===== src/rtl/operand_sel_if.sv =====
// Bus bundle for operand_sel_stage: input beat (operands, select, mode) and output beat with valid/ready.
// The design uses the slave modport and the source/sink side uses the master modport.
interface operand_sel_if #(
    parameter int DATA_W  = 32,
    parameter int IMM_W   = 16,
    parameter int NUM_REG = 2,
    parameter int SEL_W   = $clog2(NUM_REG + 2)
);
    logic                        in_valid;
    logic                        in_ready;
    logic [NUM_REG*DATA_W-1:0]   reg_data;
    logic [IMM_W-1:0]            imm;
    logic [SEL_W-1:0]            sel;
    logic [1:0]                  ext_mode;
    logic                        out_valid;
    logic                        out_ready;
    logic [DATA_W-1:0]           out_data;
    logic                        out_is_imm;
    logic                        out_err;

    modport master (
        output in_valid, reg_data, imm, sel, ext_mode, out_ready,
        input  in_ready, out_valid, out_data, out_is_imm, out_err
    );

    modport slave (
        input  in_valid, reg_data, imm, sel, ext_mode, out_ready,
        output in_ready, out_valid, out_data, out_is_imm, out_err
    );
endinterface


===== src/rtl/operand_sel_stage.sv =====
// Registered operand-B select stage: register operand or extended immediate, behind valid/ready.
// Macro OPSEL_SKID_EN selects a two-entry skid buffer with registered in_ready; otherwise a single register.
module operand_sel_stage #(
    parameter int DATA_W  = 32,
    parameter int IMM_W   = 16,
    parameter int NUM_REG = 2
) (
    input  logic         clk,
    input  logic         rst_n,
    operand_sel_if.slave bus
);
    localparam int SEL_W = $clog2(NUM_REG + 2);
    localparam logic [SEL_W-1:0] IMM_SEL = SEL_W'(NUM_REG);

    // Mode 11 is illegal and yields zero; the error flag is raised separately.
    function automatic logic [DATA_W-1:0] ext_imm(input logic [IMM_W-1:0] raw,
                                                  input logic [1:0]       mode);
        logic signed [IMM_W-1:0] s;
        logic [DATA_W-1:0]       r;
        s = signed'(raw);
        case (mode)
            2'b00:   r = DATA_W'(s);
            2'b01:   r = DATA_W'(raw);
            2'b10:   r = DATA_W'(raw) << (DATA_W - IMM_W);
            default: r = '0;
        endcase
        return r;
    endfunction

    logic              in_ready;
    logic              vld_p0;
    logic              xout;
    logic [DATA_W-1:0] data_p0;
    logic              is_imm_p0;
    logic              err_p0;

    // stage p0: combinational operand select / extend
    always_comb begin
        data_p0   = '0;
        is_imm_p0 = 1'b0;
        err_p0    = 1'b0;
        if (bus.sel < IMM_SEL) begin
            for (int k = 0; k < NUM_REG; k++) begin
                if (bus.sel == SEL_W'(k)) data_p0 = bus.reg_data[k*DATA_W +: DATA_W];
            end
        end else if (bus.sel == IMM_SEL) begin
            is_imm_p0 = 1'b1;
            err_p0    = (bus.ext_mode == 2'b11);
            data_p0   = ext_imm(bus.imm, bus.ext_mode);
        end else begin
            err_p0    = 1'b1;
        end
    end

    assign vld_p0 = bus.in_valid & in_ready;

`ifdef OPSEL_SKID_EN
    typedef enum logic [1:0] {EMPTY, ONE, TWO} state_t;

    state_t            state_q, state_d;
    logic              rdy_q;
    logic              load_main, load_skid, move_skid;
    logic              vld_p1;
    logic [DATA_W-1:0] data_p1, skid_data_p1;
    logic              is_imm_p1, skid_is_imm_p1;
    logic              err_p1, skid_err_p1;

    assign vld_p1   = (state_q != EMPTY);
    assign in_ready = rst_n & rdy_q;
    assign xout     = vld_p1 & bus.out_ready;

    always_comb begin
        state_d   = state_q;
        load_main = 1'b0;
        load_skid = 1'b0;
        move_skid = 1'b0;
        case (state_q)
            EMPTY: if (vld_p0) begin
                state_d   = ONE;
                load_main = 1'b1;
            end
            ONE: begin
                if (vld_p0 && xout) begin
                    load_main = 1'b1;
                end else if (vld_p0) begin
                    state_d   = TWO;
                    load_skid = 1'b1;
                end else if (xout) begin
                    state_d   = EMPTY;
                end
            end
            TWO: if (xout) begin
                state_d   = ONE;
                move_skid = 1'b1;
            end
            default: state_d = EMPTY;
        endcase
    end

    // stage p1: main output register plus skid register
    always_ff @(posedge clk) begin
        if (!rst_n) begin
            state_q        <= EMPTY;
            rdy_q          <= 1'b0;
            data_p1        <= '0;
            is_imm_p1      <= 1'b0;
            err_p1         <= 1'b0;
            skid_data_p1   <= '0;
            skid_is_imm_p1 <= 1'b0;
            skid_err_p1    <= 1'b0;
        end else begin
            state_q <= state_d;
            rdy_q   <= (state_d != TWO);
            if (load_main) begin
                data_p1   <= data_p0;
                is_imm_p1 <= is_imm_p0;
                err_p1    <= err_p0;
            end else if (move_skid) begin
                data_p1   <= skid_data_p1;
                is_imm_p1 <= skid_is_imm_p1;
                err_p1    <= skid_err_p1;
            end
            if (load_skid) begin
                skid_data_p1   <= data_p0;
                skid_is_imm_p1 <= is_imm_p0;
                skid_err_p1    <= err_p0;
            end
        end
    end
`else
    logic              vld_p1;
    logic [DATA_W-1:0] data_p1;
    logic              is_imm_p1;
    logic              err_p1;

    // Ready passes straight through from out_ready so a draining beat can be replaced in place.
    assign in_ready = rst_n & (~vld_p1 | bus.out_ready);
    assign xout     = vld_p1 & bus.out_ready;

    // stage p1: single output register
    always_ff @(posedge clk) begin
        if (!rst_n) begin
            vld_p1    <= 1'b0;
            data_p1   <= '0;
            is_imm_p1 <= 1'b0;
            err_p1    <= 1'b0;
        end else if (vld_p0) begin
            vld_p1    <= 1'b1;
            data_p1   <= data_p0;
            is_imm_p1 <= is_imm_p0;
            err_p1    <= err_p0;
        end else if (xout) begin
            vld_p1    <= 1'b0;
        end
    end
`endif

    assign bus.in_ready   = in_ready;
    assign bus.out_valid  = vld_p1;
    assign bus.out_data   = data_p1;
    assign bus.out_is_imm = is_imm_p1;
    assign bus.out_err    = err_p1;
endmodule


===== src/flat_wrapper.sv =====
// flat-port wrapper written by rule: the top's interface ports become plain ports
module operand_sel_stage_flat 
#(
    parameter int DATA_W  = 32,
    parameter int IMM_W   = 16,
    parameter int NUM_REG = 2
)
  (clk, rst_n, bus_in_valid, bus_reg_data, bus_imm, bus_sel, bus_ext_mode, bus_out_ready, bus_in_ready, bus_out_valid, bus_out_data, bus_out_is_imm, bus_out_err);
  operand_sel_if #(.DATA_W(DATA_W), .IMM_W(IMM_W), .NUM_REG(NUM_REG)) bus_i ();
  input  logic clk;
  input  logic rst_n;
  input wire logic [$bits(bus_i.in_valid)-1:0] bus_in_valid;
  input wire logic [$bits(bus_i.reg_data)-1:0] bus_reg_data;
  input wire logic [$bits(bus_i.imm)-1:0] bus_imm;
  input wire logic [$bits(bus_i.sel)-1:0] bus_sel;
  input wire logic [$bits(bus_i.ext_mode)-1:0] bus_ext_mode;
  input wire logic [$bits(bus_i.out_ready)-1:0] bus_out_ready;
  output wire logic [$bits(bus_i.in_ready)-1:0] bus_in_ready;
  output wire logic [$bits(bus_i.out_valid)-1:0] bus_out_valid;
  output wire logic [$bits(bus_i.out_data)-1:0] bus_out_data;
  output wire logic [$bits(bus_i.out_is_imm)-1:0] bus_out_is_imm;
  output wire logic [$bits(bus_i.out_err)-1:0] bus_out_err;
  assign bus_i.in_valid = bus_in_valid;
  assign bus_i.reg_data = bus_reg_data;
  assign bus_i.imm = bus_imm;
  assign bus_i.sel = bus_sel;
  assign bus_i.ext_mode = bus_ext_mode;
  assign bus_i.out_ready = bus_out_ready;
  assign bus_in_ready = bus_i.in_ready;
  assign bus_out_valid = bus_i.out_valid;
  assign bus_out_data = bus_i.out_data;
  assign bus_out_is_imm = bus_i.out_is_imm;
  assign bus_out_err = bus_i.out_err;
  operand_sel_stage #(.DATA_W(DATA_W), .IMM_W(IMM_W), .NUM_REG(NUM_REG)) u_core (.clk(clk), .rst_n(rst_n), .bus(bus_i));
endmodule

===== config.mk =====
export PLATFORM = sky130hd
export DESIGN_NAME = operand_sel_stage_flat
export DESIGN_NICKNAME = d
export VERILOG_FILES = /design/src/rtl/operand_sel_if.sv /design/src/rtl/operand_sel_stage.sv /design/src/flat_wrapper.sv
export SDC_FILE = /design/constraint.sdc
export NUM_CORES = 1
export LEC_CHECK = 0
export BUFFER_PORTS_ARGS = -buffer_cell sky130_fd_sc_hd__buf_2
export CAP_MARGIN = 20
export CORE_UTILIZATION = 38
export CTS_CLUSTER_DIAMETER = 40
export DETAILED_ROUTE_END_ITERATION = 16
export PLACE_DENSITY = 0.77
export SKIP_CTS_REPAIR_TIMING = 1
export SLEW_MARGIN = 5
export SYNTH_ARGS = -nofsm -noshare
export SYNTH_HDL_FRONTEND = slang
export SYNTH_SLANG_ARGS = --single-unit
export TNS_END_PERCENT = 5

===== constraint.sdc =====
create_clock -name clk -period 1.2 [get_ports clk]
set_input_delay 0.12 -clock clk [delete_from_list [all_inputs] [get_ports clk]]
set_output_delay 0.12 -clock clk [all_outputs]
set_load 0.01 [all_outputs]

==> out/metrics.csv, run 1 <==
stage;metric;value;unit
run_status;status;completed;
clock_network;CTS tree;built;
logic_synthesis;Syn Nets;309;
route;drc violations;0;
clock_network;CTS Buffer Depth;2;
timing;Final min period;1.103;ns
setup_path;Crit path required time;1.08;ns
run;max_cap viols;0;
timing;setup_tns;0;ns
logic_synthesis;Post-synth EDFFs;0;
logic_synthesis;syn_area_per_cell;8.651;µm²
global_route;largest net degree at the start of global routing;37;
placement;Post-Place Worst Slack;-0.3639;ns
logic_synthesis;Post-Synthesis Cell Area;1912;µm²
timing;fmax;906.4;MHz
floorplanning;Placeable Area;4786;µm²
timing;Fin. Hold Viols;0;
setup_path;Startpoint Class;register;
clock_network;clock root buffer;clkbuf_8;
timing;RSZ-0062 raised after global routing;false;
min_path;Hold Path Class;input pin to register;
route;wire length per cell;14.30;µm
placement;Post-DP Area;2605;µm²
floorplanning;Vert. Die Dim;72.93;µm
power_and_ir_drop;P_leak;1.364;nW
timing;Slew headroom;57.51;%
logic_synthesis;Yosys reg bits;35;
placement;GPL Wtd Cong;0.8610;
route;drt first pass iters;4;
placement;Final HPWL DP;4402;µm
finish;Design Area, Final;2700;µm²
route;Vias;2068;
route;Routed Antenna Nets;0;
timing;fin worst setup slack;0.09674;ns
clock_network;H-tree lvl count;2;
finish;share of cells above drive strength 1;43.49;%
timing;final period utilization;91.94;%
global_route;first-pass GRT wire length;9170;µm
placement;I/O Buffers;123;
clock_network;Skew-Pair Late Insertion Delay;0.28;ns
route;drt total wl;5790;µm
floorplanning;Starting Density;39.95;%
setup_path;arrival time worst endpoint;0.98;ns
logic_synthesis;Syn Inst Count;221;
power_and_ir_drop;VDD IR max;0.5203;mV
setup_path;Crit Path Max Fanout;5;
setup_path;Setup CP Type;register to output pin;
finish;final design utilization;56.42;%
logic_synthesis;count of cell types in the netlist;25;
timing;Min Hold Slack;0.1024;ns
logic_synthesis;warnings from Yosys;0;
floorplanning;Die Span X;72.93;µm
timing;final setup violation count;0;
clock_network;Inserted Clock Buffers;5;
global_route;initial antenna violation count;0;
logic_synthesis;Seq/Total Area, Yosys;36.65;%
floorplanning;# IOs;124;
finish;Area Growth Syn to Fin;41.23;%
clock_network;Sinks on Clock Net;35;
timing;Slew Viols, Final;0;
logic_synthesis;async set-reset flop share out of synthesis;0;%
global_route;total global-route track usage;22.50;%
power_and_ir_drop;Power Density;1041;nW/µm²
timing;clk_skew;0.001951;ns
floorplanning;std cell rows;25;
finish;number of diodes;0;
finish;Final nets;426;
route;vias per cell;5.106;
timing;Slew @ Worst Pin;0.6344;ns
global_route;Congestion Overflow GR;0;
floorplanning;DIE AREA;5319;µm²
clock_network;clock-pin slew on the worst setup and hold paths;0.07;ns
setup_path;CP endpoint kind;output pin;
route;Starting DRT DRC Count;82;
logic_synthesis;top_reg_cell synth;dfxtp_1;
global_route;vias in the first global route;1912;
final timing paths:
kind                   startpoint  slack, ns                    to  cells after the start
max          u_core.bus.out_valid        0.1          bus_in_ready                      3
min                  bus_in_valid       0.10  u_core.bus.out_valid                      3
max reg2reg  u_core.bus.out_valid       0.12    u_core.bus.out_err                      5
min reg2reg    u_core.bus.out_err       0.44    u_core.bus.out_err                      2
through the flow:
stage	power (mW)	std cells
global route	2.948	405
finish	2.811	405
floorplan	1.662	221
CTS	2.827	405
global placement	1.953	398
detailed placement	1.966	398
logic make-up after synthesis:
group,synth area share [%]
mux,16.75
compound gates,26.83
simple gates,12.17
flops,36.65
buf+inv,7.592
cells in the mapped netlist, types with 2 or more instances:
master	instances	area, µm²
buf_4	7	52.55
nand2_1	3	11.26
buf_6	3	33.78
mux2i_1	32	320.3
nor2_1	17	63.81
nand3_1	19	95.09
inv_1	2	7.510
clkbuf_1	7	26.28
dfxtp_1	35	700.7
o22ai_1	15	93.84
a22o_1	15	131.4
buf_2	5	25.02
o21ai_1	17	85.08
a21boi_1	3	22.52
a21oi_1	31	155.2
routing by layer:
metal / global-route usage [%] / wire, µm / vias up
met3: 5.939 / 318 / 4
met1: 30.39 / 2694 / 943
met5: 0 / 0 / -
li1: - / - / 1047
met4: 7.190 / 45 / 0
met2: 34.99 / 2731 / 74
power by group:
group / switching [mW] / internal, mW
sequential: 0.0340 / 1.23
combinational: 0.342 / 0.339
clock: 0.416 / 0.450
critical path: stages, from the launching register on:
cell and delay [ns]:
dfxtp_2 0.35, nand2b_4 0.07, and2_1 0.15, buf_2 0.13
cell type report:
class | instances | area (µm²)
Multi-Input combinational cell | 162 | 1074
Clock inverter | 1 | 5.005
Sequential cell | 35 | 701.9
Clock buffer | 6 | 82.58
Fill cell | 448 | 2086
Inverter | 2 | 7.507
Timing Repair Buffer | 132 | 745.7
Tap cell | 67 | 83.83
registers in the layout, summed over array words and instances, names as in the netlist:
name and flops:
u_core.bus.out_data 32, u_core.bus.out_is_imm 1, u_core.bus.out_valid 1, u_core.bus.out_err 1
cells in the final DEF, fill, tap and decap left out:
cell type,n
clkbuf_8,6
nand3_1,19
buf_12,5
a21o_1,1
nand2b_4,1
nor2b_4,1
a22o_1,15
o22ai_1,15
a31oi_1,1
clkinv_2,1
o21ai_1,17
and2b_4,1
mux2i_1,32
dfxtp_2,1
buf_4,4
inv_1,2
a21boi_1,3
and3_4,1
nor2b_2,1
buf_2,123
a21oi_1,31
dfxtp_1,34
nor2_1,17
nand2_2,1
nand2_1,3
a21boi_2,1
and2_1,1
No activity file was read; power rests on OpenSTA's default activity.
==> run 2: changes to the inputs <==
--- a/config.mk
+++ b/config.mk
@@ -11,6 +11,7 @@
 export CTS_CLUSTER_DIAMETER = 40
 export DETAILED_ROUTE_END_ITERATION = 16
 export PLACE_DENSITY = 0.77
+export RECOVER_POWER = 100
 export SKIP_CTS_REPAIR_TIMING = 1
 export SLEW_MARGIN = 5
 export SYNTH_ARGS = -nofsm -noshare
==> out/metrics.csv, run 2 (same netlist as run 1, synthesis figures left out) <==
stage;metric;value;unit;change
setup_path;arrival time worst endpoint;0.98;ns;about the same
setup_path;Crit path required time;1.08;ns;about the same
power_and_ir_drop;power after layout;2.782;mW;-1.0%
route;Starting DRT DRC Count;93;;+13%
finish;max reg flops;32;;unchanged
finish;number of diodes;0;;unchanged
setup_path;Crit Path Max Fanout;5;;unchanged
timing;Fin. Hold Viols;0;;unchanged
global_route;Congestion Overflow GR;0;;unchanged
power_and_ir_drop;VDD IR max;0.5164;mV;-0.74%
timing;Slew @ Worst Pin;0.6156;ns;-0.01881 ns
timing;final setup violation count;0;;unchanged
power_and_ir_drop;switching share of power;28.16;%;about the same
clock_network;clock-pin slew on the worst setup and hold paths;0.07;ns;about the same
clock_network;CTS Buffer Depth;2;;unchanged
power_and_ir_drop;combinational power share;23.6;%;-0.6 points
setup_path;CP delay by family, top;flip-flops;;
power_and_ir_drop;Power Internal;1.998;mW;-1.0%
power_and_ir_drop;P_sw;0.7834;mW;-1.1%
timing;Final min period;1.097;ns;-0.006241 ns
floorplanning;Starting Density;39.95;%;unchanged
route;drc violations;0;;unchanged
power_and_ir_drop;Power Density;1048;nW/µm²;+0.63%
clock_network;Skew-Pair Late Insertion Delay;0.28;ns;about the same
floorplanning;DIE AREA;5319;µm²;unchanged
floorplanning;Placeable Area;4786;µm²;unchanged
finish;Area Growth Syn to Fin;38.87;%;
global_route;largest net degree at the start of global routing;37;;unchanged
finish;share of cells above drive strength 1;32.84;%;-11 points
finish;commonest non-fill, non-tap cell in the layout;buf_2;;
timing;fmax;911.6;MHz;+0.57%
route;vias per cell;5.074;;-0.63%
setup_path;Slowest-stage cell, CP;dfxtp_2;;
run_status;status;completed;;
route;Routed Antenna Nets;0;;unchanged
placement;Final HPWL DP;4402;µm;unchanged
timing;Slew headroom;58.77;%;+1.3 points
clock_network;Inserted Clock Buffers;5;;unchanged
route;Vias;2055;;-0.63%
setup_path;CP max stage delay;0.35;ns;about the same
route;drt total wl;5796;µm;+0.10%
route;wire length per cell;14.31;µm;+0.10%
global_route;vias in the first global route;1912;;unchanged
power_and_ir_drop;Seq pwr share;45.5;%;+0.6 points
floorplanning;# IOs;124;;unchanged
clock_network;clock root buffer;clkbuf_8;;
floorplanning;Vert. Die Dim;72.93;µm;unchanged
setup_path;CP Cell Sequence;nand2b_4 -> and2_1 -> clkbuf_1;;
floorplanning;std cell rows;25;;unchanged
setup_path;worst path bufs/invs;1;;unchanged
clock_network;Sinks on Clock Net;35;;unchanged
timing;RSZ-0062 raised after global routing;false;;
finish;Final nets;426;;unchanged
floorplanning;Die Span X;72.93;µm;unchanged
timing;final period utilization;91.42;%;-0.52 points
placement;I/O Buffers;123;;unchanged
global_route;total global-route track usage;22.50;%;unchanged
setup_path;Startpoint Class;register;;
clock_network;H-tree lvl count;2;;unchanged
power_and_ir_drop;clock power share;30.9;%;about the same
power_and_ir_drop;P_leak;1.220;nW;-11%
timing;clk_skew;0.001070;ns;-0.0008804 ns
setup_path;Setup CP Type;register to output pin;;
min_path;Hold Path Class;input pin to register;;
finish;most frequent cells in the layout;buf_2 (87), clkbuf_1 (36), dfxtp_1 (34);;
run;max_cap viols;0;;unchanged
timing;Slew Viols, Final;0;;unchanged
finish;final design utilization;55.48;%;-0.94 points
global_route;first-pass GRT wire length;9170;µm;unchanged
clock_network;CTS tree;built;;
global_route;initial antenna violation count;0;;unchanged
setup_path;CP endpoint kind;output pin;;
placement;GPL Wtd Cong;0.8610;;unchanged
route;drt first pass iters;4;;unchanged
-- run 2: path summary, 6_finish.rpt --
path,startpoint,end,slack [ns],cells after the start
worst max register to register,u_core.bus.out_valid,u_core.bus.out_err,0.11,5
worst min-delay path,bus_in_valid,u_core.bus.out_valid,0.10,3
worst min register to register,u_core.bus.out_err,u_core.bus.out_err,0.45,2
worst max-delay path,u_core.bus.out_valid,bus_in_ready,0.10,3
-- run 2: final cells by class --
cell class / count / area [µm²]
repair buffers: 132 / 700.7
clock inverters: 1 / 5.005
clock buffers: 6 / 82.58
flip-flops and latches: 35 / 701.9
multi-input cells: 162 / 1074
fillers: 474 / 2131
inverters: 2 / 7.507
well taps: 67 / 83.83
-- run 2: layer usage --
layer  global-route usage, %  vias to the layer above  wire, µm  part of all wire [%]
li1                        -                     1048         -                     -
met2                   34.99                       71      2758                    48
met3                   5.939                        6       312                   5.4
met1                   30.39                      930      2664                    46
met4                   7.190                        0        60                   1.0
met5                       0                        -         0                     0
-- run 2: power groups by stage --
stage                     Sequential (mW)  Clock, mW  Combinational [mW]
after floorplan                      1.32          0               0.342
after global placement               1.29          0               0.664
after detailed placement             1.29          0               0.678
after CTS                            1.26      0.883               0.680
after global routing                 1.27      0.933               0.720
final                                1.27      0.861               0.656
-- run 2: per-stage QoR --
step / cell area, µm² / hold WS [ns] / worst slack (ns) / TNS [ns] / instances
2_1_floorplan: 1913 / 0.2408 / 0.002171 / 0 / 221
3_3_place_gp: 2605 / 0.3874 / -0.2852 / -4.257 / 398
3_5_place_dp: 2605 / 0.3958 / -0.3639 / -5.193 / 398
4_1_cts: 2693 / 0.09790 / -0.1048 / -0.7820 / 405
5_1_grt: 2655 / 0.1145 / 0.04499 / 0 / 405
6_report: 2655 / 0.1035 / 0.1030 / 0 / 405
-- run 2: worst register-to-register path: cells and delay by family (launching register included) --
family,cells,cell delay (ns)
compound gates,1,0.15
simple gates,3,0.40
buf+inv,1,0.14
flops,1,0.33
